===== src/rtl/flt_pkg.sv =====
// Shared constants and types for the integer/half-float conversion blocks.
// Used by the int2flt_seq datapath and the rounding helper.
package flt_pkg;

    localparam int INT_W = 16;
    localparam int EXP_W = 5;
    localparam int MAN_W = 10;
    localparam int BIAS  = 15;

    // Exponent of an operand whose magnitude has its top bit set
    localparam logic [EXP_W-1:0] EXP_TOP = EXP_W'(BIAS + INT_W - 1);

    typedef struct packed {
        logic             sign;
        logic [EXP_W-1:0] exp;
        logic [MAN_W-1:0] mant;
    } half_t;

    typedef enum logic [1:0] {
        IDLE,
        NORM,
        ROUND,
        DONE
    } i2f_state_t;

endpackage


===== src/rtl/flt_round_rne.sv =====
// Round a normalized 16-bit magnitude to a half-precision {exp, mant}.
// Round to nearest, ties to even; a mantissa carry ripples into exp.
module flt_round_rne
    import flt_pkg::*;
(
    input  logic [INT_W-1:0] mag,
    input  logic [EXP_W-1:0] exp_in,
    output logic [EXP_W-1:0] exp_out,
    output logic [MAN_W-1:0] mant_out
);

    localparam int G = INT_W - 2 - MAN_W;

    logic                   g;
    logic                   s;
    logic                   up;
    logic [EXP_W+MAN_W-1:0] sum;

    assign g  = mag[G];
    assign s  = |mag[G-1:0];
    // only a normalized operand is ever rounded
    assign up = mag[INT_W-1] & g & (s | mag[G+1]);

    assign sum = {exp_in, mag[INT_W-2:G+1]}
               + {{(EXP_W+MAN_W-1){1'b0}}, up};

    assign exp_out  = sum[EXP_W+MAN_W-1:MAN_W];
    assign mant_out = sum[MAN_W-1:0];

endmodule


===== src/rtl/int2flt_seq.sv =====
// Sequential 16-bit two's-complement integer to half-float converter.
// Normalizes one bit per cycle, then rounds to nearest even.
module int2flt_seq
    import flt_pkg::*;
(
    input  logic             clk,
    input  logic             reset_n,
    input  logic             start,
    input  logic [INT_W-1:0] int_in,
    output logic             busy,
    output logic             done,
    output logic [INT_W-1:0] flt_out
);

    i2f_state_t       state;
    logic             sign;
    logic [INT_W-1:0] mag;
    logic [EXP_W-1:0] exp;
    logic [EXP_W-1:0] r_exp;
    logic [MAN_W-1:0] r_mant;

    flt_round_rne u_round (
        .mag      (mag),
        .exp_in   (exp),
        .exp_out  (r_exp),
        .mant_out (r_mant)
    );

    always_ff @(posedge clk or negedge reset_n) begin
        if (!reset_n) begin
            state   <= IDLE;
            busy    <= 1'b0;
            done    <= 1'b0;
            flt_out <= '0;
            sign    <= 1'b0;
            mag     <= '0;
            exp     <= '0;
        end else begin
            done <= 1'b0;
            unique case (state)
                IDLE: begin
                    if (start) begin
                        sign  <= int_in[INT_W-1];
                        // -32768 negates to itself, read as unsigned 0x8000
                        mag   <= int_in[INT_W-1] ? -int_in : int_in;
                        exp   <= EXP_TOP;
                        busy  <= 1'b1;
                        state <= NORM;
                    end
                end
                NORM: begin
                    if (mag == '0) begin
                        flt_out <= '0;
                        busy    <= 1'b0;
                        state   <= DONE;
                    end else if (mag[INT_W-1]) begin
                        state <= ROUND;
                    end else begin
                        mag <= mag << 1;
                        exp <= exp - EXP_W'(1);
                    end
                end
                ROUND: begin
                    flt_out <= {sign, r_exp, r_mant};
                    busy    <= 1'b0;
                    state   <= DONE;
                end
                DONE: begin
                    done  <= 1'b1;
                    state <= IDLE;
                end
            endcase
        end
    end

endmodule


===== config.mk =====
export PLATFORM = sky130hd
export DESIGN_NAME = int2flt_seq
export DESIGN_NICKNAME = d
export VERILOG_FILES = /design/src/rtl/flt_pkg.sv /design/src/rtl/flt_round_rne.sv /design/src/rtl/int2flt_seq.sv
export SDC_FILE = /design/constraint.sdc
export NUM_CORES = 1
export LEC_CHECK = 0
export BUFFER_PORTS_ARGS = -buffer_cell sky130_fd_sc_hd__buf_2
export CORE_UTILIZATION = 45
export DETAILED_ROUTE_END_ITERATION = 8
export SETUP_SLACK_MARGIN = 0.4
export SLEW_MARGIN = 25
export SYNTH_ARGS = -nofsm -noshare
export SYNTH_HDL_FRONTEND = slang
export SYNTH_SLANG_ARGS = --single-unit

===== constraint.sdc =====
create_clock -name clk -period 3.4 [get_ports clk]
set_input_delay 0.68 -clock clk [delete_from_list [all_inputs] [get_ports clk]]
set_output_delay 0.68 -clock clk [all_outputs]
set_load 0.005 [all_outputs]

## Word-level counts from Yosys, hierarchy flattened

Cells that the tools add are included.

- Logic and storage cells: 53
- Register bits after elaboration: 42
- Input bits: 19

- Mux-type cells: 19
- Equal/unequal tests: 8
- $add $sub $neg: 3
- Bitwise operators: 3
- Reductions and logical operators: 12

Operators with widths:

| kind | number |
|---|---|
| two-way mux 16 bit | 5 |
| one-hot mux 16 bit (2 select lines) | 2 |
| zero test 16 bit | 1 |
| negation 16 bit | 1 |
| adder 15 x 1 -> 15 bit | 1 |
| two-way mux 5 bit | 3 |
| one-hot mux 5 bit (2 select lines) | 1 |
| != test 2 bit (second input constant) | 4 |
| one-hot mux 2 bit (4 select lines) | 1 |
| two-way mux 2 bit | 3 |
| AND reduction 2 bit | 3 |
| AND reduction 3 bit | 2 |
| subtractor 5 x 1 -> 5 bit (second input constant) | 1 |
| == test 2 bit (second input constant) | 2 |
| AND reduction 4 bit | 1 |
| nonzero test 2 bit | 2 |
| OR reduction 4 bit | 1 |
| two-way mux 1 bit | 3 |
| != test 3 bit (second input constant) | 1 |
| one-hot mux 1 bit (3 select lines) | 1 |
| nonzero test 3 bit | 1 |
| bitwise AND 1 bit | 2 |
| == test 2 x 1 -> 1 bit (second input constant) | 1 |
| zero test 2 bit | 1 |
| bitwise OR 1 bit | 1 |

## Longest topological paths before layout

Gate-level depths: netlist of the first run.

- Word-level depth: 5
- Mapped depth: 10
- Mapped depth without buffers: 8

## Modules after synthesis

From an unflattened synthesis of the first run, not the netlist that was laid out.

- Cell total of the unflattened synthesis: 279
- Area total of the unflattened synthesis: 2511.2 um^2

By module, submodules not included:

| module | cells an instance | area each (um^2) | instances |
|---|---|---|---|
| int2flt_seq | 237 | 2209.6 | 1 |
| flt_round_rne | 42 | 301.5 | 1 |

## Worst setup path after synthesis of the first run

OpenSTA, ideal clock, no wires.

- Kind: flip-flop to flip-flop
- Start point: reg mag[5]
- End point: reg flt_out[13]
- Stages on the path, launching flop included: 9
- Setup slack: 1.095 ns
- Arrival: 2.184 ns
- Cell sequence: dfrtp_1 or3_2 o311a_1 ha_1 and3_2 nand3_1 nor3_1 xor2_1 a22o_1

- Word-level cells in the longest chain between the ends: 4

Ends and longest elaborated chain:

| item | RTL line | RTL |
|---|---|---|
| start: declaration | int2flt_seq.sv:17 | `logic [INT_W-1:0] mag;` |
| start signal: assignment | int2flt_seq.sv:45 | `mag <= int_in[INT_W-1] ? -int_in : int_in;` |
| start signal: assignment | int2flt_seq.sv:59 | `mag <= mag << 1;` |
| bitwise OR 1 bit | flt_round_rne.sv:22 | `assign up = mag[INT_W-1] & g & (s \| mag[G+1]);` |
| bitwise AND 1 bit | flt_round_rne.sv:22 |  |
| adder 15 x 1 -> 15 bit | flt_round_rne.sv:25 | `+ {{(EXP_W+MAN_W-1){1'b0}}, up};` |
| one-hot mux 16 bit (2 select lines) | int2flt_seq.sv:40 | `unique case (state)` |
| end signal: assignment | int2flt_seq.sv:64 | `flt_out <= {sign, r_exp, r_mant};` |
| end: declaration | int2flt_seq.sv:12 | `output logic [INT_W-1:0] flt_out` |

Parallel ways exist; a longest one is shown, timed or not.
A chain may end at the register's enable or synchronous reset.

## Final worst setup path of the first run

Ends and elaborated chain as after synthesis.

==> summary.md, run 1 <==
| Metric | Value |
|---|---|
| Run status | `completed` |
| Clock tree buffer depth | `2` |
| Arrival time worst endpoint | `2.61 ns` |
| CTS buffer count | `5` |
| Final GP Congestion | `roughly 0.79` |
| Final period utilization | `71.4%` |
| Synth top area share | `about two fifths` |
| Final instance area | `around 3000 um^2` |
| Ys Warns | `0` |
| Placement Setup Slack | `approximately 1 ns` |
| Total power | `2.55 mW` |
| Clock skew | `0.00695 ns` |
| Rows | `27` |
| Pleak | `1.30 nW` |
| Reg-to-reg startpoint | `mag[5]$_DFFE_PN0P_` |
| Starting Density | `approximately half` |
| First-pass GRT wire length | `10.4 mm` |
| Max-slew violations | `0` |
| Mean area per synthesized cell | `~9.0 um^2` |
| Worst setup margin | `0.972 ns` |
| Most frequent cells in the layout | `42 x nand2_1, 42 x dfrtp_1, 35 x buf_2` |
| Slew Limit Headroom | `64.1%` |
| Vias in the first global route | `approximately 2.1k` |
| Via count | `approximately 2.3k` |
| Die span in y | `roughly 80 um` |
| MaxCap Viol Count | `0` |
| Port Buf Inserts | `36` |
| P&R area growth vs syn | `10.9%` |
| Cell-internal power | `1.44 mW` |
| Fin nets | `363` |
| Startpoint types | `flop` |
| Logic gate share of total power | `47.8%` |
| Post-synth top area cell | `dfrtp_1` |
| Fmax achieved | `0.412 GHz` |
| Worst path required time | `3.58 ns` |
| Hold crit path type | `in2async` |
| Nature of the critical path endpoint | `flop` |
| Critical path type | `reg2reg` |
| Post-cts hold buffer count | `0` |
| Fin. Hold Viols | `0` |
| Post-CTS Setup Repair Bufs | `0` |
| Area after DPL | `2910 um^2` |
| CTS root buf | `clkbuf_8` |
| Clk Latency, worst-skew pair | `between 0.2 and 0.3 ns` |
| Syn nets | `332` |
| Slew @ Worst Pin | `0.534 ns` |
| Post-Syn Instances | `302` |
| Clock power share | `13.0%` |
| DR vias/cell | `5.63` |
| Overflow after GRT | `0` |
| Pre-antenna DRT Iters | `4` |
| Peak VDD IR | `roughly 0.32 mV` |
| NetSw | `1.11 mW` |
| Full die area | `between 6000 and 7000 um^2` |
| Power per cell area | `849 nW/um^2` |
| Post-DP HPWL | `~4.6 mm` |
| Seq pwr share | `about two fifths` |
| I/O pin cnt | `37` |
| Cells taking the most area after synthesis | `dfrtp_1 39%, nand2_1 5.8%, ha_1 5.1%, o21ai_0 4.6%, xor2_1 4.5%` |
| Post-detailed-route wirelength per cell | `15.3 um` |
| Asr flop ratio synth | `100%` |
| Sw frac | `43.5%` |
| Final setup viols | `0` |
| CTS tree | `yes` |
| Core Footprint | `between 5000 and 6000 um^2` |
| Maximum fanout along the worst path | `5` |
| Clk slew on worst S/H paths | `around 0.080 ns` |
| Main synth FF type | `dfrtp_1` |
| Clk sinks | `42` |
| Initial antenna violation count | `0` |
| Fin crit period | `2.43 ns` |
| Post-synth EDFFs | `0` |
| Iter 0 DRT Violations | `83` |
| Chip Width | `79.6 um` |
| GRT Util Overall | `21.5%` |
| Largest net degree at the start of global routing | `43` |
| Yosys cell types | `53` |
| Antenna Nets Post-Route | `0` |
| Antenna cells | `0` |
| RSZ-0062 raised after global routing | `no` |
| Register bit total from synthesis | `between 40 and 50` |
| Post-synthesis sequential area ratio | `around two fifths` |
| Post_cts resized | `0` |
| DRC | `0` |
| Critical Path Start | `mag[5]$_DFFE_PN0P_` |
| H-tree depth | `2` |
| Layout cell share with drive strength beyond 1 | `18.3%` |
| Final setup TNS | `0 ns` |
| Synthesized area | `2710 um^2` |
| Final wirelength | `~6.2 mm` |
cells in the mapped netlist (2+ instances only):
cell type and instances:
dfrtp_1 42, nand2_1 42, o21ai_0 25, a21oi_1 18, nor2_1 18, xor2_1 14
inv_1 13, xnor2_1 13, ha_1 11, a22o_1 9, clkbuf_1 8, o22ai_1 7
nor3_1 6, o31ai_1 6, nand3_1 5, a211oi_1 4, o32ai_1 4, or3_1 4
and3_1 3, buf_2 3, mux2i_1 3, nand4_1 3, o41ai_1 3, or4_1 3
a22oi_1 2, clkbuf_8 2, nand2b_1 2, nor4_1 2, o22a_2 2, or3_2 2
registers in the layout, indices dropped and copies added (netlist names):
| register | count |
|---|---|
| flt_out | 16 |
| busy | 1 |
| sign | 1 |
| mag | 16 |
| exp | 5 |
| done | 1 |
| state | 2 |
worst max-delay path, stage by stage (launching register included):
cell and delay [ns]:
dfrtp_1 0.43, or3_2 0.53, o311a_1 0.33, ha_1 0.22
and3_2 0.21, nand3_1 0.15, nor3_1 0.09, xor2_1 0.14
a22o_1 0.20
final timing paths:
| check | cells after the start | to | slack [ns] |
|---|---|---|---|
| worst max register to register | 8 | flt_out[13]$_DFFE_PN0P_ | 0.97 |
| max in group asynchronous | 1 | exp[2]$_DFFE_PN0P_ | 2.68 |
| worst max-delay path | 8 | flt_out[13]$_DFFE_PN0P_ | 0.97 |
| worst min-delay path | 1 | flt_out[12]$_DFFE_PN0P_ | 0.37 |
| worst min register to register | 2 | flt_out[7]$_DFFE_PN0P_ | 0.47 |
| min in group clk | 2 | flt_out[7]$_DFFE_PN0P_ | 0.47 |
layout make-up:
| class | instances | area [um^2] |
|---|---|---|
| clock buffers | 7 | 86.3 |
| clock inverters | 1 | 5.00 |
| fillers | 538 | 2640 |
| inverters | 13 | 48.8 |
| multi-input cells | 232 | 1520 |
| flip-flops and latches | 42 | 1050 |
| well taps | 72 | 90.1 |
| repair buffers | 39 | 205 |
power groups by stage:
stage,combinational [mW],clock [mW],sequential (mW)
after global routing,1.38,0.361,1.04
after floorplan,0.968,0,0.911
after CTS,1.23,0.343,0.998
final,1.22,0.330,1.00
after global placement,1.21,0,1.00
after detailed placement,1.22,0,1.01
cell families after synthesis:
family                     count (synthesis)  synth area share, %
AOI/OAI and AO/OA                         91                 22.3
xor gates and xnor gates                  27                 8.73
adders and majority gates                 11                 5.08
buffers and inverters                     28                 5.17
DFF                                       42                 38.8
muxes                                      5                 2.08
and+or+nand+nor                           98                 17.8
metal layers:
layer,GRT usage (%),vias to the layer above,share of wire (%)
li1,-,1141,-
met4,9.27,0,2.3
met3,2.97,11,3.1
met1,28.6,1083,48
met5,0,-,0
met2,34.9,50,47
through the flow:
| stage | cells | utilization [%] | hold WS [ns] |
|---|---|---|---|
| finish | 406 | 53.2 | 0.369 |
| global route | 406 | 53.2 | 0.393 |
| CTS | 406 | 53.2 | 0.483 |
| detailed placement | 398 | 51.6 | 0.465 |
| global placement | 398 | 51.6 | 0.456 |
| floorplan | 302 | - | 0.384 |
Note: power is estimated with default switching activity, not from simulation.
==> run 2, diff against run 1 <==
Settings changed: PLACE_DENSITY set to 0.67.
Clock period 3.4 ns to 2 ns, I/O delays scaled along.
==> run 2 against run 1 <==
Largest power group unchanged; the flow now finishes with violations (setup timing); worst hold slack got worse by 0.31 ns; total power rose by 120%; clock-buffer cell count did not move; clock skew fell by 0.0014 ns; via count rose by 17%; design area rose by 27%; non-clock buffer count rose by 61.
==> summary.md, run 2 (synthesized netlist as in run 1, its figures left out) <==
| Metric | Value |
|---|---|
| Clock tree buffer depth | `2` |
| Maximum fanout along the worst path | `7` |
| Antenna cells | `0` |
| Logic gate share of total power | `between 60% and 70%` |
| I/O pin cnt | `37` |
| Rows | `27` |
| Pleak | `1.69 nW` |
| Inst Count DP | `446` |
| Sw frac | `42.5%` |
| Most frequent cells in the layout | `52 x buf_4, 42 x dfrtp_1, 36 x nand2_1, 36 x buf_2, 15 x o21ai_1` |
| Nature of the critical path endpoint | `flop` |
| Fin. Hold Viols | `0` |
| Leading registers by flop count | `flt_out x16, mag x16, exp x5` |
| Reg-to-reg slack, setup | `-0.04 ns` |
| Startpoint types | `flop` |
| Seq pwr share | `between 20% and 30%` |
| DRC | `0` |
| Hold crit path type | `in2async` |
| FF-to-FF End | `state[1]$_DFFE_PN0P_` |
| Slew @ Worst Pin | `0.482 ns` |
| GRT Util Overall | `24.5%` |
| Post-DP HPWL | `5.15 mm` |
| End point of the critical path | `state[1]$_DFFE_PN0P_` |
| Total power | `5.63 mW` |
| Reg-to-reg startpoint | `mag[15]$_DFFE_PN0P_` |
| Core Footprint | `between 5000 and 6000 um^2` |
| Vias in the first global route | `around 2.6k` |
| MaxCap Viol Count | `0` |
| Initial antenna violation count | `0` |
| Power per cell area | `1470 nW/um^2` |
| H-tree depth | `2` |
| Starting Density | `48.0%` |
| Clk slew on worst S/H paths | `0.08 ns` |
| Fin crit period | `2.04 ns` |
| Antenna Nets Post-Route | `0` |
| Run status | `finished with violations` |
| Port Buf Inserts | `36` |
| CTS buffer count | `5` |
| Die span in y | `between 70 and 80 um` |
| Clock skew | `around 0.0056 ns` |
| Slew Limit Headroom | `67.9%` |
| NetSw | `2.39 mW` |
| P&R area growth vs syn | `41.3%` |
| Arrival time worst endpoint | `2.23 ns` |
| Full die area | `about 6300 um^2` |
| Fin nets | `425` |
| Layout cell share with drive strength beyond 1 | `42.2%` |
| Placement Setup Slack | `-0.0722 ns` |
| RSZ-0062 raised after global routing | `yes` |
| Post-cts hold buffer count | `0` |
| Clk Latency, worst-skew pair | `0.29 ns` |
| Final wirelength | `7.46 mm` |
| Final instance area | `3830 um^2` |
| Area after DPL | `about 3400 um^2` |
| Commonest non-fill, non-tap cell in the layout | `buf_4` |
| Peak VDD IR | `0.734 mV` |
| Clk sinks | `42` |
| Fmax achieved | `just under 0.5 GHz` |
| CTS tree | `yes` |
| Cell-internal power | `roughly 3.2 mW` |
| Worst path required time | `2.18 ns` |
| Largest net degree at the start of global routing | `23` |
| Overflow after GRT | `0` |
| Iter 0 DRT Violations | `around 140` |
| Final setup viols | `5` |
| Filler Cell Count | `439` |
| Via count | `2682` |
| Critical Path Start | `mag[15]$_DFFE_PN0P_` |
| Clock power share | `11.7%` |
| Worst Reg-to-Reg Cells | `6` |
| Util after Layout | `67.8%` |
| Max-slew violations | `0` |
| Post-Layout Cell Count | `468` |
| First-pass GRT wire length | `12.0 mm` |
| DR vias/cell | `5.73` |
| Final period utilization | `102%` |
| Final GP Congestion | `~0.87` |
| Hold slack | `between 0.05 and 0.06 ns` |
| Failing checks | `setup timing` |
| Chip Width | `79.6 um` |
| CTS root buf | `clkbuf_8` |
| Post-detailed-route wirelength per cell | `15.9 um` |
| Critical path type | `reg2reg` |
| Worst setup margin | `-0.0449 ns` |
| Pre-antenna DRT Iters | `4` |
| Final setup TNS | `-0.105 ns` |
==> run 2: cell count changes in the layout (fill, tap and decap cells not counted), sizes merged <==
cell,delta
bufinv,+1
buf,+61
clkinv,-1
a21oi,+1
==> run 2: power groups by stage <==
| stage | clock network (mW) | registers, mW | logic [mW] |
|---|---|---|---|
| 5_1_grt | 0.706 | 1.54 | 3.76 |
| 4_1_cts | 0.672 | 1.48 | 3.23 |
| 3_5_place_dp | 0 | 1.49 | 2.87 |
| 3_3_place_gp | 0 | 1.46 | 2.81 |
| 2_1_floorplan | 0 | 1.56 | 1.71 |
| 6_report | 0.660 | 1.49 | 3.47 |
==> run 2: cell type report <==
class                           instances  area (um^2)  share of cell area (%)
Clock buffer                            7         76.3                    1.99
Clock inverter                          1         30.0                   0.785
Inverter                               13         51.3                    1.34
Multi-Input combinational cell        233         1810                    47.2
Sequential cell                        42         1050                    27.5
Tap cell                               72         90.1                    2.35
Timing Repair Buffer                  100          723                    18.9
==> run 2: worst min-delay path by stage <==
stage | from | end | slack [ns] | cells past startpoint
2_1_floorplan | reset_n | busy$_DFFE_PN0P_ | 0.10 | 0
3_3_place_gp | reset_n | flt_out[8]$_DFFE_PN0P_ | 0.39 | 1
3_5_place_dp | reset_n | flt_out[11]$_DFFE_PN0P_ | 0.39 | 1
4_1_cts | reset_n | flt_out[11]$_DFFE_PN0P_ | 0.07 | 1
5_1_grt | reset_n | flt_out[11]$_DFFE_PN0P_ | 0.08 | 1
6_report | reset_n | flt_out[11]$_DFFE_PN0P_ | 0.06 | 1
==> run 2: repair_timing <==
item | 4_1_cts | 5_1_grt
buffers inserted | 9 | 3
resized for setup | 51 | 23
gates cloned | 2 | 0
endpoints found under the setup margin | 40 | 40
hold endpoints to repair | 0 | 0
pin swaps | 19 | 27
==> run 2: critical path, stage by stage (launching register included) <==
cell,delay [ns]
dfrtp_1,0.40
or4_4,0.55
nor4_4,0.23
buf_6,0.18
and2_4,0.21
o21ai_2,0.07
mux2_4,0.30
==> run 2: per-layer routing <==
layer / vias to the layer above / wire length [um] / global-route usage, %
met3: 13 / 419 / 4.00
met4: 0 / 135 / 8.36
li1: 1273 / - / -
met1: 1291 / 3220 / 31.1
met5: - / 0 / 0
met2: 105 / 3690 / 41.9
